--- src/rtl/microwave_cook_sequencer.sv ---
// microwave_cook_sequencer
//
// Purpose:
//   Top-level control sequencer for the microwave oven datapath. It collects
//   keypad digits into an M:SS entry buffer, validates the entry when start is
//   pressed, loads and enables the external countdown timer, gates the
//   magnetron with a power-level duty cycle stepped by the 1 Hz tick, and
//   sounds the end-of-cook beep.
//
// Parameters:
//   BEEP_SECS   - number of 1 Hz ticks the beep stays high in DONE (1..15)
//   MAX_POWER   - highest power level; also the duty-cycle period in ticks
//
// Ports:
//   clock        in   system clock, rising edge
//   resetn       in   synchronous active-low reset
//   keypad       in   [9:0] one-hot digit key, sampled on key_strobe
//   key_strobe   in   one-cycle pulse, keypad holds a new key
//   power_key    in   one-cycle pulse, step the power level down
//   start_pulse  in   one-cycle start request
//   stop_pulse   in   one-cycle stop/clear request
//   door_closed  in   level, 1 = door closed
//   tick_1hz     in   one-cycle pulse once per second
//   timer_zero   in   level from the timer, count is 0:00
//   digit_mins   out  [3:0] entry minutes digit (timer D input)
//   digit_tens   out  [3:0] entry tens-of-seconds digit
//   digit_ones   out  [3:0] entry ones-of-seconds digit
//   timer_load   out  one-cycle load strobe to the timer
//   timer_en     out  countdown enable to the timer
//   mag_on       out  magnetron drive (combinational on door_closed)
//   beep         out  buzzer drive
//   err          out  one-cycle pulse, start rejected
//   power_level  out  [3:0] current power level 1..MAX_POWER
//   state        out  [2:0] FSM state code for debug

module microwave_cook_sequencer #(
  parameter int BEEP_SECS = 3,
  parameter int MAX_POWER = 10
) (
  input  logic       clock,
  input  logic       resetn,
  input  logic [9:0] keypad,
  input  logic       key_strobe,
  input  logic       power_key,
  input  logic       start_pulse,
  input  logic       stop_pulse,
  input  logic       door_closed,
  input  logic       tick_1hz,
  input  logic       timer_zero,
  output logic [3:0] digit_mins,
  output logic [3:0] digit_tens,
  output logic [3:0] digit_ones,
  output logic       timer_load,
  output logic       timer_en,
  output logic       mag_on,
  output logic       beep,
  output logic       err,
  output logic [3:0] power_level,
  output logic [2:0] state
);

  typedef enum logic [2:0] {
    IDLE  = 3'd0,
    ENTRY = 3'd1,
    LOAD  = 3'd2,
    COOK  = 3'd3,
    PAUSE = 3'd4,
    DONE  = 3'd5
  } state_t;

  state_t     cur_state;
  logic [3:0] duty_cnt;
  logic [3:0] beep_cnt;
  logic [3:0] key_index;
  logic       key_valid;
  logic       start_ok;
  logic [3:0] next_power;

  // A strobe only counts when exactly one key is down; the index of that key
  // becomes the digit shifted into the buffer.
  assign key_valid = $onehot(keypad);

  always_comb begin
    key_index = 4'd0;
    for (int i = 0; i < 10; i++) begin
      if (keypad[i]) key_index = 4'(i);
    end
  end

  // An entry is cookable only with the door shut, a sane seconds field and a
  // non-zero time.
  assign start_ok = door_closed && (digit_tens <= 4'd5) &&
                    ({digit_mins, digit_tens, digit_ones} != 12'd0);

  // Power steps downward and wraps from 1 back to full power.
  assign next_power = (power_level == 4'd1) ? 4'(MAX_POWER) : power_level - 4'd1;

  // Main sequencer: state, entry buffer, power level, duty and beep counters,
  // and the registered err pulse all live in this one block.
  always_ff @(posedge clock) begin
    if (!resetn) begin
      cur_state   <= IDLE;
      digit_mins  <= 4'd0;
      digit_tens  <= 4'd0;
      digit_ones  <= 4'd0;
      power_level <= 4'(MAX_POWER);
      duty_cnt    <= 4'd0;
      beep_cnt    <= 4'd0;
      err         <= 1'b0;
    end else begin
      err <= 1'b0;
      case (cur_state)
        IDLE: begin
          if (key_strobe && key_valid) begin
            digit_mins <= digit_tens;
            digit_tens <= digit_ones;
            digit_ones <= key_index;
            cur_state  <= ENTRY;
          end
          if (power_key) power_level <= next_power;
        end

        ENTRY: begin
          if (power_key) power_level <= next_power;
          // Stop beats start, and both beat a key arriving in the same cycle.
          if (stop_pulse) begin
            digit_mins <= 4'd0;
            digit_tens <= 4'd0;
            digit_ones <= 4'd0;
            cur_state  <= IDLE;
          end else if (start_pulse) begin
            if (start_ok) cur_state <= LOAD;
            else          err       <= 1'b1;
          end else if (key_strobe && key_valid) begin
            digit_mins <= digit_tens;
            digit_tens <= digit_ones;
            digit_ones <= key_index;
          end
        end

        LOAD: begin
          duty_cnt  <= 4'd0;
          cur_state <= COOK;
        end

        COOK: begin
          if (tick_1hz) begin
            duty_cnt <= (duty_cnt == 4'(MAX_POWER - 1)) ? 4'd0 : duty_cnt + 4'd1;
          end
          // Timer expiry outranks a door opening or a stop in the same cycle.
          if (timer_zero) begin
            beep_cnt  <= 4'd0;
            cur_state <= DONE;
          end else if (!door_closed || stop_pulse) begin
            cur_state <= PAUSE;
          end
        end

        PAUSE: begin
          if (stop_pulse) begin
            digit_mins <= 4'd0;
            digit_tens <= 4'd0;
            digit_ones <= 4'd0;
            cur_state  <= IDLE;
          end else if (start_pulse) begin
            if (door_closed) cur_state <= COOK;
            else             err       <= 1'b1;
          end
        end

        DONE: begin
          if (stop_pulse) begin
            digit_mins <= 4'd0;
            digit_tens <= 4'd0;
            digit_ones <= 4'd0;
            cur_state  <= IDLE;
          end else if (tick_1hz) begin
            // Leave on the tick that brings the count up to BEEP_SECS.
            if (beep_cnt == 4'(BEEP_SECS - 1)) begin
              digit_mins <= 4'd0;
              digit_tens <= 4'd0;
              digit_ones <= 4'd0;
              cur_state  <= IDLE;
            end else begin
              beep_cnt <= beep_cnt + 4'd1;
            end
          end
        end

        default: cur_state <= IDLE;
      endcase
    end
  end

  // State decodes; only mag_on looks at a live input so an opening door cuts
  // the magnetron without waiting for a clock edge.
  assign state      = cur_state;
  assign timer_load = (cur_state == LOAD);
  assign timer_en   = (cur_state == COOK);
  assign beep       = (cur_state == DONE);
  assign mag_on     = (cur_state == COOK) && door_closed && (duty_cnt < power_level);

endmodule

--- config.mk ---
export PLATFORM = sky130hd
export DESIGN_NAME = microwave_cook_sequencer
export DESIGN_NICKNAME = d
export VERILOG_FILES = /design/src/rtl/microwave_cook_sequencer.sv
export SDC_FILE = /design/constraint.sdc
export NUM_CORES = 1
export LEC_CHECK = 0
export ABC_AREA = 1
export BUFFER_PORTS_ARGS = -buffer_cell sky130_fd_sc_hd__buf_2
export CORE_ASPECT_RATIO = 1.2
export CORE_MARGIN = 4
export CORE_UTILIZATION = 54
export DETAILED_ROUTE_END_ITERATION = 10
export PLACE_DENSITY = 0.76
export SYNTH_ARGS = -nofsm -noshare
export SYNTH_HDL_FRONTEND = slang
export SYNTH_SLANG_ARGS = --single-unit
--- constraint.sdc ---
create_clock -name clock -period 4.85 [get_ports clock]
set_input_delay 1.2125 -clock clock [delete_from_list [all_inputs] [get_ports clock]]
set_output_delay 1.2125 -clock clock [all_outputs]
set_load 0.005 [all_outputs]
==> impl_metrics.env, run 1 <==
export IMPL_setup_viol=0
export IMPL_leakage_nw=1.16
export IMPL_grt_ovfl_total=0
export IMPL_syn_area_um2=1980
export IMPL_status="finished, final reports clean"
export IMPL_powerDensity_nw_per_um2=448
export IMPL_cts_setup_buffers=0
export IMPL_gp_congestion=0.843
export IMPL_r2r_start="state[2]$_SDFFE_PN0P_"
export IMPL_routedWlPerCell_um=10.9
export IMPL_port_buffers=42
export IMPL_track_usage_pct=18.1
export IMPL_grt_antenna_before_repair=0
export IMPL_peakVddDrop_uv=188
export IMPL_post_cts_resized=0
export IMPL_cts_buffers=3
export IMPL_min_from="beep_cnt[0]$_SDFFE_PN0P_"
export IMPL_area_growth_pct=13.6
export IMPL_dp_cells=366
export IMPL_critPathLaunchType="input pin"
export IMPL_fp_dieW_um=63.2
export IMPL_holdBufCountCts=0
export IMPL_rsz0062_at_grt="no"
export IMPL_worst_path_dominant_cell_family="adder cells"
export IMPL_pre_cts_slack_ns=0.250
export IMPL_netlist_instances=292
export IMPL_cp_required_ns=5.03
export IMPL_finClkSkew_ns=0.00365
export IMPL_root_buffer="clkbuf_8"
export IMPL_syn_nets=328
export IMPL_tns_ns=0
export IMPL_h_tree_depth=1
export IMPL_num_rows=23
export IMPL_clock_sinks=28
export IMPL_cp_num_buf_inv=4
export IMPL_synth_top_area_share_pct=28.4
export IMPL_grt_pass1_wl_um=6940
export IMPL_fmax_mhz=234
export IMPL_route_vias_total=1913
export IMPL_drc=0
export IMPL_grt_pass1_vias=1693
export IMPL_core_um2=3420
export IMPL_hold_violations=0
export IMPL_slew_violations=0
export IMPL_synth_cell_types=33
export IMPL_cpMostUsedCell="fa_1"
export IMPL_arrival_ns=4.46
export IMPL_whs_ns=0.513
export IMPL_clk_latency_ns=0.28
export IMPL_dieHeight_um=74.3
export IMPL_synth_seq_area_share_pct=28.4
export IMPL_cp_cell_sequence="buf_2 -> fa_1 -> fa_1 -> inv_1 -> fa_1 -> inv_1 -> ha_1 -> inv_1 -> fa_1 -> nand3_1 -> nor2_1 -> nand2_1 -> nor2_4 -> nand2_1 -> nand2_1 -> nor2_1"
export IMPL_min_period_ns=4.28
export IMPL_slowest_stage="fa_1"
export IMPL_drt_vias_per_instance=5.17
export IMPL_tritoncts="built"
export IMPL_synth_largest_area_cell="dfxtp_1"
export IMPL_postRouteWirelength_um=4030
export IMPL_synth_area_leaders="dfxtp_1 (28%), nand2_1 (12%), inv_1 (8.7%)"
export IMPL_crit_path_max_incr_delay_ns=0.50
export IMPL_fin_ws_ns=0.570
export IMPL_maxCapViolCount=0
export IMPL_die_area_um2=4690
export IMPL_async_reset_ff_share_pct=0
export IMPL_drt_iter0_drc=107
export IMPL_grt_max_degree=23
export IMPL_crit_type="input pin to register"
export IMPL_diodes=0
export IMPL_fillCellCount=309
export IMPL_max_slew_margin_pct=66.4
export IMPL_drive_above_1_share_pct=18.6
export IMPL_final_cells=370
export IMPL_syn_area_per_cell_um2=6.77
export IMPL_worstPathMaxFanout=22
export IMPL_ys_ff_latch=28
export IMPL_ios=43
export IMPL_cp_end_kind="register"
export IMPL_crit_start="keypad[5]"
export IMPL_min_delay_path_class="register to register"
export IMPL_synth_edf_count=0
export IMPL_dr_pass1_iters=4
export IMPL_nNetsFinal=370
export IMPL_start_util_pct=57.7
export IMPL_tightest_slew_ns=0.499
export IMPL_dp_hpwl_um=3170
export IMPL_clockBufferDepth=2
export IMPL_path_clk_slew_ns=0.10
export IMPL_synth_ff_type="dfxtp_1"
export IMPL_yosysWarningCount=0
export IMPL_antenna_left=0
export IMPL_finalCritPeriodShare_pct=88.3
stage by stage:
step           cell area, um2  util, %  total power, W
2_1_floorplan            1980        -        0.000715
3_5_place_dp             2170     63.5        0.000823
4_1_cts                  2240     65.5         0.00102
6_report                 2240     65.5         0.00100
5_1_grt                  2240     65.5         0.00111
3_3_place_gp             2170     63.5        0.000817
area by class of cell:
class / count / area [um2] / area share [%]
Tap cell: 37 / 46.3 / 2.06
Timing Repair Buffer: 42 / 210 / 9.36
Clock buffer: 3 / 41.3 / 1.84
Sequential cell: 28 / 561 / 25.0
Multi-Input combinational cell: 209 / 1170 / 52.1
Inverter: 50 / 188 / 8.36
Clock inverter: 1 / 30.0 / 1.34
metal layers:
| metal | up-vias | track usage [%] | share of wire, % |
|---|---|---|---|
| li1 | 1006 | - | - |
| met1 | 863 | 21.8 | 46 |
| met2 | 40 | 33.2 | 48 |
| met3 | 4 | 3.78 | 5.4 |
| met4 | 0 | 5.04 | 0.82 |
| met5 | - | 0 | 0 |
path summary, 6_finish.rpt:
check                                                   to  slack (ns)  depth (start not counted)
worst max-delay path            digit_mins[0]$_SDFFE_PN0P_        0.57                         16
worst max register to register  digit_tens[2]$_SDFFE_PN0P_        3.12                          7
worst min-delay path              beep_cnt[0]$_SDFFE_PN0P_        0.51                          2
worst min register to register    beep_cnt[0]$_SDFFE_PN0P_        0.51                          2
cell families after synthesis:
group                      count (synthesis)  synth area share [%]
AOI/OAI and AO/OA                         43                  12.1
adders and majority gates                 17                  13.0
buffers and inverters                     55                  12.5
DFF                                       28                  28.4
and+or+nand+nor                          149                  34.0
tightest hold or removal path: stages, from the launching register on:
cell and delay (ns):
dfxtp_1 0.35, nand2_1 0.07, a21oi_1 0.06
report_power, final:
| group | leakage (nW) | internal, W | switching (W) |
|---|---|---|---|
| Sequential | 0.228 | 0.000276 | 0.0000550 |
| Clock | 0.0357 | 0.000111 | 0.0000778 |
| Combinational | 0.901 | 0.000187 | 0.000298 |
| Total | 1.16 | 0.000574 | 0.000431 |
state kept, by name, summed over array words and instances, names as in the netlist:
signal / flops
power_level: 4
digit_mins: 4
digit_ones: 4
state: 3
digit_tens: 4
duty_cnt: 4
err: 1
beep_cnt: 4
cells in the mapped netlist (3+ instances only):
cell type / number
inv_2: 3
buf_6: 4
nor2_1: 45
a211oi_1: 3
nand4_1: 3
nand3_1: 18
ha_1: 11
nor3_1: 8
dfxtp_1: 28
fa_1: 6
nand2_1: 62
o21ai_0: 9
a21oi_1: 13
inv_1: 46
o21ai_1: 12
placed cells by master, fill, tap and decap left out, types with 2 or more instances in the layout:
master | synthesis | final
o21ai_1 | 12 | 12
inv_2 | 3 | 3
fa_1 | 6 | 6
nand4_1 | 3 | 3
a21oi_1 | 13 | 13
buf_2 | 0 | 42
nand2_1 | 62 | 62
nor3_1 | 8 | 8
nor2_4 | 2 | 2
inv_1 | 46 | 46
or2_2 | 2 | 2
clkbuf_8 | 1 | 3
dfxtp_1 | 28 | 28
ha_1 | 11 | 11
o21ai_0 | 9 | 9
nand3_1 | 18 | 18
nand2_4 | 2 | 2
nor2_1 | 45 | 45
a211oi_1 | 3 | 3
(Power assumes the default switching activity.)
==> inputs of run 2 (changes only) <==
Settings changed: RECOVER_POWER set to 100.
Clock period 4.85 ns to 4.2 ns, I/O delays scaled along.
==> impl_metrics.env, run 2 (same netlist as run 1, synthesis figures left out) <==
export IMPL_crit_start="keypad[3]"
export IMPL_fin_area_um2=2300
export IMPL_nNetsFinal=375
export IMPL_holdBufCountCts=0
export IMPL_routedWlPerCell_um=11.3
export IMPL_detailed_place_area_um2=2220
export IMPL_dieHeight_um=74.3
export IMPL_setup_worst_path_end="digit_ones[0]$_SDFFE_PN0P_"
export IMPL_track_usage_pct=18.8
export IMPL_port_buffers=42
export IMPL_leakage_nw=1.15
export IMPL_rsz0062_at_grt="yes"
export IMPL_peakVddDrop_uv=261
export IMPL_pre_cts_slack_ns=-0.172
export IMPL_area_growth_pct=16.5
export IMPL_hold_violations=0
export IMPL_rrSetupSlack_ns=2.35
export IMPL_tns_ns=0
export IMPL_root_buffer="clkbuf_8"
export IMPL_arrival_ns=4.22
export IMPL_cp_required_ns=4.38
export IMPL_fin_ws_ns=0.166
export IMPL_maxCapViolCount=0
export IMPL_layout_commonest_cell="nand2_1"
export IMPL_core_um2=3420
export IMPL_grt_pass1_vias=1781
export IMPL_drt_iter0_drc=90
export IMPL_drive_above_1_share_pct=18.0
export IMPL_critPathLaunchType="input pin"
export IMPL_layout_common_cells="nand2_1 (60), inv_1 (45), nor2_1 (42)"
export IMPL_post_cts_resized=0
export IMPL_reg2reg_to="duty_cnt[2]$_SDFFE_PN0P_"
export IMPL_fp_dieW_um=63.2
export IMPL_r2r_start="state[1]$_SDFFE_PN0P_"
export IMPL_diodes=0
export IMPL_finalCritPeriodShare_pct=96.0
export IMPL_fmax_mhz=248
export IMPL_whs_ns=0.527
export IMPL_slew_violations=0
export IMPL_cts_setup_buffers=0
export IMPL_cts_buffers=3
export IMPL_num_rows=23
export IMPL_grt_antenna_before_repair=0
export IMPL_worstPathMaxFanout=4
export IMPL_die_area_um2=4690
export IMPL_route_vias_total=1928
export IMPL_h_tree_depth=1
export IMPL_cp_end_kind="register"
export IMPL_min_period_ns=4.03
export IMPL_drt_vias_per_instance=5.14
export IMPL_r2r_cells=5
export IMPL_grt_max_degree=23
export IMPL_crit_type="input pin to register"
export IMPL_status="finished, final reports clean"
export IMPL_clk_latency_ns=0.28
export IMPL_fillCellCount=332
export IMPL_finClkSkew_ns=0.00598
export IMPL_setup_viol=0
export IMPL_antenna_left=0
export IMPL_gp_congestion=0.790
export IMPL_postRouteWirelength_um=4250
export IMPL_drc=0
export IMPL_grt_pass1_wl_um=7270
export IMPL_start_util_pct=57.7
export IMPL_tightest_slew_ns=0.551
export IMPL_path_clk_slew_ns=0.10
export IMPL_ios=43
export IMPL_dr_pass1_iters=4
export IMPL_clockBufferDepth=2
export IMPL_grt_ovfl_total=0
export IMPL_max_slew_margin_pct=62.9
export IMPL_clock_sinks=28
export IMPL_powerDensity_nw_per_um2=520
export IMPL_dp_hpwl_um=3340
export IMPL_tritoncts="built"
export IMPL_min_delay_path_class="register to register"
[run 2: changes by cell type in the layout (fill, tap and decap cells not counted), moves of 3 or more]
cell	before	now
nor2_2	1	4
nor2_1	45	42
clkbuf_1	0	11
buf_4	0	4
buf_2	42	28
[run 2: worst min path at each step]
stage / start / end / slack, ns / cells after the start
CTS: duty_cnt[0]$_SDFFE_PN0P_ / duty_cnt[0]$_SDFFE_PN0P_ / 0.53 / 2
detailed placement: digit_ones[3]$_SDFFE_PN0P_ / digit_ones[3]$_SDFFE_PN0P_ / 0.51 / 2
global route: power_level[0]$_SDFFE_PN0P_ / power_level[0]$_SDFFE_PN0P_ / 0.55 / 2
global placement: duty_cnt[0]$_SDFFE_PN0P_ / duty_cnt[0]$_SDFFE_PN0P_ / 0.50 / 2
finish: power_level[0]$_SDFFE_PN0P_ / power_level[0]$_SDFFE_PN0P_ / 0.53 / 2
floorplan: duty_cnt[0]$_SDFFE_PN0P_ / duty_cnt[0]$_SDFFE_PN0P_ / 0.47 / 2
[run 2: power by group]
part | internal [W] | switching, W
clock network | 0.000128 | 0.0000882
logic | 0.000237 | 0.000361
registers | 0.000319 | 0.0000646
total | 0.000683 | 0.000514
[run 2: area by class of cell]
class                      count  area, um2  area share (%)
inverter                      50        188            8.16
multi-input combinational    209       1180            51.1
tap                           37       46.3            2.01
sequential                    28        561            24.4
timing repair buffer          47        259            11.3
clock buffer                   3       41.3            1.79
clock inverter                 1       30.0            1.31
[run 2: metrics by stage]
| step | utilization [%] | total power [W] | instances |
|---|---|---|---|
| final | 67.2 | 0.00120 | 375 |
| after detailed placement | 64.9 | 0.000972 | 371 |
| after global routing | 67.2 | 0.00132 | 375 |
| after global placement | 64.9 | 0.000963 | 371 |
| after CTS | 67.0 | 0.00120 | 375 |
| after floorplan | - | 0.000826 | 292 |
[run 2: critical path, stage by stage]
cell	delay, ns
buf_6	0.10
fa_1	0.49
fa_1	0.52
inv_1	0.05
fa_1	0.43
inv_1	0.07
ha_2	0.18
inv_2	0.04
fa_1	0.49
nand3_2	0.08
nor2_2	0.09
nand2_2	0.10
or2_2	0.28
nor2_1	0.10
nand2_1	0.06
nand2_1	0.05
nor2_1	0.04
[run 2: metal layers]
layer	vias up	wire length [um]	track usage, %
met5	-	0	0
met4	0	42	5.76
met3	5	218	2.57
met2	38	2110	37.2
met1	869	1880	21.1
li1	1016	-	-
